`src/rtl/fifo_sdp_ctrl.sv`:
```
// First-word-fall-through FIFO controller that drives an external simple dual-port RAM.
// The RAM's read register is the output stage, so head data comes straight from the RAM.
module fifo_sdp_ctrl #(
  parameter int unsigned AWIDTH = 9,
  parameter int unsigned DWIDTH = 8
) (
  input  logic              i_clk,
  input  logic              i_rst_n,
  input  logic [DWIDTH-1:0] i_wr_data,
  input  logic              i_wr_ena,
  output logic              o_full,
  output logic [DWIDTH-1:0] o_rd_data,
  input  logic              i_rd_ena,
  output logic              o_empty,
  output logic [AWIDTH:0]   o_level,
  output logic              o_ovf,
  output logic              o_udf,
  output logic [AWIDTH-1:0] o_ram_wr_addr,
  output logic [DWIDTH-1:0] o_ram_wr_data,
  output logic              o_ram_wr_ena,
  output logic [AWIDTH-1:0] o_ram_rd_addr,
  output logic              o_ram_rd_ena,
  input  logic [DWIDTH-1:0] i_ram_rd_data
);

  localparam logic [AWIDTH:0] LP_FULL_CNT = {1'b1, {AWIDTH{1'b0}}};

  logic [AWIDTH-1:0] r_wptr;
  logic [AWIDTH-1:0] r_rptr;
  logic [AWIDTH:0]   r_cnt;
  logic              r_ov;
  logic              r_ovf;
  logic              r_udf;

  logic w_full;
  logic w_push;
  logic w_pop;
  logic w_fetch;

  assign w_full  = (r_cnt == LP_FULL_CNT);
  assign w_push  = i_wr_ena & ~w_full;
  assign w_pop   = i_rd_ena & r_ov;
  // Refill the output stage whenever it is empty or being consumed this cycle.
  assign w_fetch = (r_cnt != '0) & (~r_ov | w_pop);

  always_ff @(posedge i_clk or negedge i_rst_n) begin
    if (!i_rst_n) begin
      r_wptr <= '0;
      r_rptr <= '0;
      r_cnt  <= '0;
      r_ov   <= 1'b0;
      r_ovf  <= 1'b0;
      r_udf  <= 1'b0;
    end else begin
      if (w_push) begin
        r_wptr <= r_wptr + AWIDTH'(1);
      end
      if (w_fetch) begin
        r_rptr <= r_rptr + AWIDTH'(1);
      end
      case ({w_push, w_fetch})
        2'b10:   r_cnt <= r_cnt + (AWIDTH + 1)'(1);
        2'b01:   r_cnt <= r_cnt - (AWIDTH + 1)'(1);
        default: r_cnt <= r_cnt;
      endcase
      r_ov  <= w_fetch | (r_ov & ~w_pop);
      r_ovf <= i_wr_ena & w_full;
      r_udf <= i_rd_ena & ~r_ov;
    end
  end

  assign o_ram_wr_ena  = w_push;
  assign o_ram_wr_addr = r_wptr;
  assign o_ram_wr_data = i_wr_data;
  assign o_ram_rd_ena  = w_fetch;
  assign o_ram_rd_addr = r_rptr;

  assign o_rd_data = i_ram_rd_data;
  assign o_empty   = ~r_ov;
  assign o_full    = w_full;
  assign o_level   = r_cnt + {{AWIDTH{1'b0}}, r_ov};
  assign o_ovf     = r_ovf;
  assign o_udf     = r_udf;

endmodule
```
`config.mk`:
```
export PLATFORM = sky130hd
export DESIGN_NAME = fifo_sdp_ctrl
export DESIGN_NICKNAME = d
export VERILOG_FILES = /design/src/rtl/fifo_sdp_ctrl.sv
export SDC_FILE = /design/constraint.sdc
export NUM_CORES = 1
export LEC_CHECK = 0
export BUFFER_PORTS_ARGS = -buffer_cell sky130_fd_sc_hd__buf_2
export CORE_ASPECT_RATIO = 0.8
export CORE_MARGIN = 2
export CORE_UTILIZATION = 50
export CTS_CLUSTER_SIZE = 24
export DETAILED_ROUTE_END_ITERATION = 10
export PLACE_DENSITY = 0.92
export SLEW_MARGIN = 20
export SYNTH_ARGS = -nofsm -noshare
export SYNTH_HDL_FRONTEND = slang
export SYNTH_SLANG_ARGS = --single-unit
```
`constraint.sdc`:
```
create_clock -name i_clk -period 3.6 [get_ports i_clk]
set_input_delay 0.9 -clock i_clk [delete_from_list [all_inputs] [get_ports i_clk]]
set_output_delay 0.9 -clock i_clk [all_outputs]
set_load 0.1 [all_outputs]
```
==> impl_metrics.json, run 1 <==
{
  "finalWirelength_um": 4310,
  "drt_pass1_iterations": 4,
  "gr-total-overflow": 0,
  "start_util": 0.518,
  "grt_setup_unrepaired": "no",
  "pin_count": 70,
  "path_cells": "nor4_4, nand3_1, o21ai_2, ha_4, ha_1, o21ai_0, nor2_1, a31o_1, mux2_4, a2111oi_1",
  "min_path_type": "reg -> reg",
  "syn2layout_area_growth_pct": 14.8,
  "vias": 1575,
  "finalMaxSlewViolations": 0,
  "netlist_area_mm2": 0.00196,
  "worst_setup_path_end_kind": "register",
  "synthCells": 200,
  "drt_iter0_markers": 111,
  "synth-async-reset-ratio": 1.00,
  "dpl_cell_area_mm2": 0.00212,
  "wl_per_cell_um": 15.2,
  "cts_htree_levels": 2,
  "grt_pass1_wl_um": 6820,
  "hold_viol": 0,
  "ant_nets": 0,
  "period_minus_slack_ns": 3.24,
  "die_area_mm2": 0.00443,
  "grt_max_degree": 32,
  "yosysTopAreaCellShare": 0.396,
  "path_max_fanout": 13,
  "nNetsFinal": 261,
  "critPathKind": "reg -> reg",
  "postCtsSetupBuffers": 0,
  "ys_ff_latch": 31,
  "numCtsBuffers": 5,
  "ctsResizeCount": 0,
  "die_w_um": 73.9,
  "gp_congestion": 0.875,
  "dpl.hpwl_um": 2950,
  "cp_slowest_stage_delay_ns": 0.48,
  "core_mm2": 0.00378,
  "postCtsHoldBufs": 0,
  "yosysTopAreaCell": "dfrtp_1",
  "grt_pass1_vias": 1425,
  "ys_seq_area_frac": 0.396,
  "syn_avg_cell_area_um2": 9.78,
  "relSlewSlack": 0.532,
  "synth_warnings": 0,
  "netlist_top_cells_area": "dfrtp_1 (40%), ha_1 (8.3%), xnor2_1 (7.2%)",
  "clockBufferDepth": 2,
  "critical_path.slowest_cell": "dfrtp_1",
  "antenna_found_initial": 0,
  "cp.required_ns": 3.76,
  "worst_slew_pin_slew_ns": 0.702,
  "finalInstanceArea_mm2": 0.00225,
  "gr-usage-all-layers": 0.203,
  "drc_errors": 0,
  "synth_edf_count": 0,
  "drive_gt1_frac": 0.250,
  "fillers": 316,
  "post-route-period-util": 0.900,
  "clockRootBuffer": "clkbuf_8",
  "cap_violations": 0,
  "arrival_ns": 3.40,
  "startpoint_type": "register",
  "register_area_um2": 776,
  "placement_rows": 20,
  "multiInputGateArea_mm2": 0.00106,
  "ys.flop_type": "dfrtp_1",
  "cts_tree": "yes",
  "ys_types": 37,
  "setup_viol": 0,
  "clk_pin_slew_ns": 0.07,
  "via_per_inst": 5.57,
  "insertion_delay_ns": 0.28,
  "fmax_mhz": 309,
  "diodes": 0,
  "fin_skew_ns": 0.00659,
  "die_h_um": 60.0,
  "io_buffers": 37,
  "numClockSinks": 31,
  "status": "finished clean",
  "setup_tns_ns": 0,
  "synth_nets": 234
}
## synthesized netlist by cell type, types with 2 or more instances
master,count
xor2_1,15
o21ai_0,10
nand3_1,14
o211ai_1,2
clkbuf_1,2
buf_4,16
dfrtp_1,31
and4_1,2
mux2_2,3
nor3_1,8
nand2_1,16
a211oi_1,2
and3_1,4
xnor2_1,16
nor2b_1,4
a21oi_1,7
ha_1,13
nor2_1,10
inv_1,7
## final cells by class
cell class,instances,share of cell area
Multi-Input combinational cell,143,0.471
Sequential cell,31,0.345
Timing Repair Buffer,39,0.0891
Clock buffer,6,0.0367
Tap cell,55,0.0306
Clock inverter,2,0.0156
Inverter,7,0.0117
## metrics by stage
stage	util	cells	setup slack, ns	hold WS, ns
after floorplan	-	200	0.0606	0.442
after global placement	0.560	275	0.358	0.451
after detailed placement	0.560	275	0.255	0.458
after CTS	0.591	283	0.255	0.477
after global routing	0.595	283	0.0565	0.491
final	0.595	283	0.362	0.472
## registers in the layout, summed over array words and instances (netlist names)
name,cells
o_ram_rd_addr,9
r_ov,1
o_ram_wr_addr,9
o_udf,1
o_ovf,1
r_cnt,10
## worst max-delay path, delay by kind of cell (launching register included)
| family | cells | cell delay (ns) |
|---|---|---|
| AND/OR/NAND/NOR | 3 | 0.70 |
| AO/OA/AOI/OAI | 4 | 1.06 |
| adder cells (fa/ha/maj) | 2 | 0.58 |
| flip-flops | 1 | 0.48 |
| multiplexers | 1 | 0.30 |
## cells by family (layout without fill, tap and decap cells)
family / after synthesis / in the layout / share of synthesized area
buffers and inverters: 26 / 54 / 0.0812
adders and majority gates: 14 / 14 / 0.0934
muxes: 4 / 4 / 0.0249
and+or+nand+nor: 63 / 63 / 0.160
DFF: 31 / 31 / 0.396
xor gates and xnor gates: 31 / 31 / 0.139
AOI/OAI and AO/OA: 31 / 31 / 0.105
## metal layers
metal  share of wire  vias up  wire length [um]  global-route usage
li1                -      733                 -                   -
met1            0.46      769              1990               0.263
met2            0.47       65              2040               0.324
met3           0.054        8               231              0.0506
met4           0.010        0                45              0.0883
met5               0        -                 0                   0
## layout by cell type (no fill, tap or decap), drive strengths merged
cell	instances
mux2	4
nor2b	4
a21o	1
inv	7
xnor2	16
and2	1
nor2	10
nand4	1
or3	1
o31ai	1
a2111oi	1
xor2	15
dfrtp	31
clkbuf	6
buf	39
o41ai	1
nor3	8
bufinv	1
a211oi	3
fa	1
a31oi	1
and3	4
a21oi	7
a31o	1
o21ai	11
ha	13
nand3	14
o21bai	1
and4	2
nor4	2
nand2	16
a41oi	1
clkinv	1
o211ai	2
## worst paths after layout
check / from / end / slack [ns] / cells after the start
max: r_cnt[2] / r_cnt[9] / 0.36 / 10
min: o_ram_rd_addr[8] / o_ram_rd_addr[8] / 0.47 / 1
max reg2reg: r_cnt[2] / r_cnt[9] / 0.36 / 10
min reg2reg: o_ram_rd_addr[8] / o_ram_rd_addr[8] / 0.47 / 1
max in group asynchronous: i_rst_n / o_ram_rd_addr[5] / 2.48 / 1
min in group asynchronous: i_rst_n / r_cnt[6] / 0.66 / 1
Power of run 1 is left out: the tool's default activity adds up to more than one toggle a clock period on the data nets, which glitch-free logic cannot reach.
==> inputs of run 2 (changes only) <==
Settings changed: RECOVER_POWER set to 50.
==> impl_metrics.json, run 2 (same netlist as run 1, synthesis figures left out) <==
{
  "nNetsFinal": 261,
  "final_cell_mix": "buf_2 (36), dfrtp_1 (31), xnor2_1 (16), nand2_1 (16), xor2_1 (15)",
  "regMostFlops": "r_cnt",
  "min_path_type": "reg -> reg",
  "cts_tree": "yes",
  "post-route-period-util": 0.903,
  "vias": 1573,
  "reg2reg_from": "r_cnt[5]",
  "diodes": 0,
  "hold_viol": 0,
  "arrival_ns": 3.41,
  "startpoint_type": "register",
  "io_buffers": 37,
  "worst_setup_path_end_kind": "register",
  "drt-met1-wl_um": 2000,
  "gr-usage-all-layers": 0.203,
  "fin_hold_ws_ns": 0.473,
  "r2r_end": "r_cnt[9]",
  "clockBufferDepth": 2,
  "postCtsHoldBufs": 0,
  "dr_wl_met3_um": 225,
  "grt_setup_unrepaired": "no",
  "grt_pass1_wl_um": 6820,
  "relSlewSlack": -0.123,
  "pin_count": 70,
  "numClockSinks": 31,
  "numCtsBuffers": 5,
  "ant_nets": 0,
  "critPathKind": "reg -> reg",
  "reg2reg_slack_ns": 0.35,
  "worst_slew_pin_slew_ns": 1.69,
  "dpl.hpwl_um": 2950,
  "cts_htree_levels": 2,
  "drive_gt1_frac": 0.241,
  "die_area_mm2": 0.00443,
  "utilization": 0.593,
  "cp-endpoint": "r_cnt[9]",
  "insertion_delay_ns": 0.28,
  "finalMaxSlewViolations": 32,
  "die_h_um": 60.0,
  "period_minus_slack_ns": 3.25,
  "top_layer_used": "met4",
  "holdPathStages": 1,
  "fmax_mhz": 308,
  "setup_viol": 0,
  "reg2regPathDepth": 10,
  "drc_errors": 0,
  "grt_max_degree": 32,
  "cp.required_ns": 3.76,
  "path_max_fanout": 13,
  "antenna_found_initial": 0,
  "grt_pass1_vias": 1425,
  "gp_congestion": 0.875,
  "drt_iter0_markers": 109,
  "drt_pass1_iterations": 4,
  "gr-total-overflow": 0,
  "syn2layout_area_growth_pct": 14.6,
  "finalWirelength_um": 4310,
  "fin_skew_ns": 0.00607,
  "finalInstanceArea_mm2": 0.00224,
  "setup_tns_ns": 0,
  "core_mm2": 0.00378,
  "via_per_inst": 5.56,
  "die_w_um": 73.9,
  "violations": "max-capacitance violations, max-slew violations",
  "startpoint": "r_cnt[5]",
  "routed-wl-met2_um": 2040,
  "start_util": 0.518,
  "wl_per_cell_um": 15.2,
  "clk_pin_slew_ns": 0.07,
  "cap_violations": 1,
  "status": "finished with violations",
  "final_common_cell": "buf_2",
  "clockRootBuffer": "clkbuf_8",
  "dpl_cell_area_mm2": 0.00212,
  "placement_rows": 20,
  "largest_reg_flops": 10
}
-- run 2: final cells by class --
type | instances | area, um^2
multi-input cells | 143 | 1060
clock buffers | 6 | 82.6
well taps | 55 | 68.8
repair buffers | 39 | 195
inverters | 7 | 26.3
flip-flops and latches | 31 | 776
clock inverters | 2 | 35.0
fillers | 319 | 1540
-- run 2: worst min-delay path by stage --
stage,start,endpoint,slack [ns]
CTS,o_ram_rd_addr[8],o_ram_rd_addr[8],0.48
global placement,o_ram_wr_addr[8],o_ram_wr_addr[8],0.45
floorplan,r_ov,o_udf,0.44
detailed placement,o_ram_rd_addr[8],o_ram_rd_addr[8],0.46
finish,o_ram_rd_addr[8],o_ram_rd_addr[8],0.47
global route,o_ram_wr_addr[8],o_ram_wr_addr[8],0.49
-- run 2: routing by layer --
layer,vias to the layer above,global-route usage
met3,8,0.0506
met4,0,0.0883
li1,732,-
met1,770,0.263
met2,63,0.324
met5,-,0
-- run 2: per-stage QoR --
stage / setup WS (ns) / cells
floorplan: 0.0606 / 200
detailed placement: 0.255 / 275
CTS: 0.255 / 283
global route: 0.0565 / 283
finish: 0.350 / 283
global placement: 0.358 / 275
-- run 2: what timing repair did --
| action | in CTS | in global routing |
|---|---|---|
| setup endpoints to repair | 0 | 1 |
| gates resized for setup | 0 | 2 |
| setup buffers | 0 | 0 |
-- run 2: critical path, stage by stage, from the launching register on --
cell and delay (ns):
dfrtp_1 0.46, nor3_1 0.35, clkbuf_1 0.19, a41oi_4 0.21, ha_4 0.28, ha_1 0.40
nand2_1 0.13, a211oi_1 0.28, a31o_1 0.21, mux2_4 0.31, a2111oi_1 0.31
Power of run 2 is left out for the same reason.
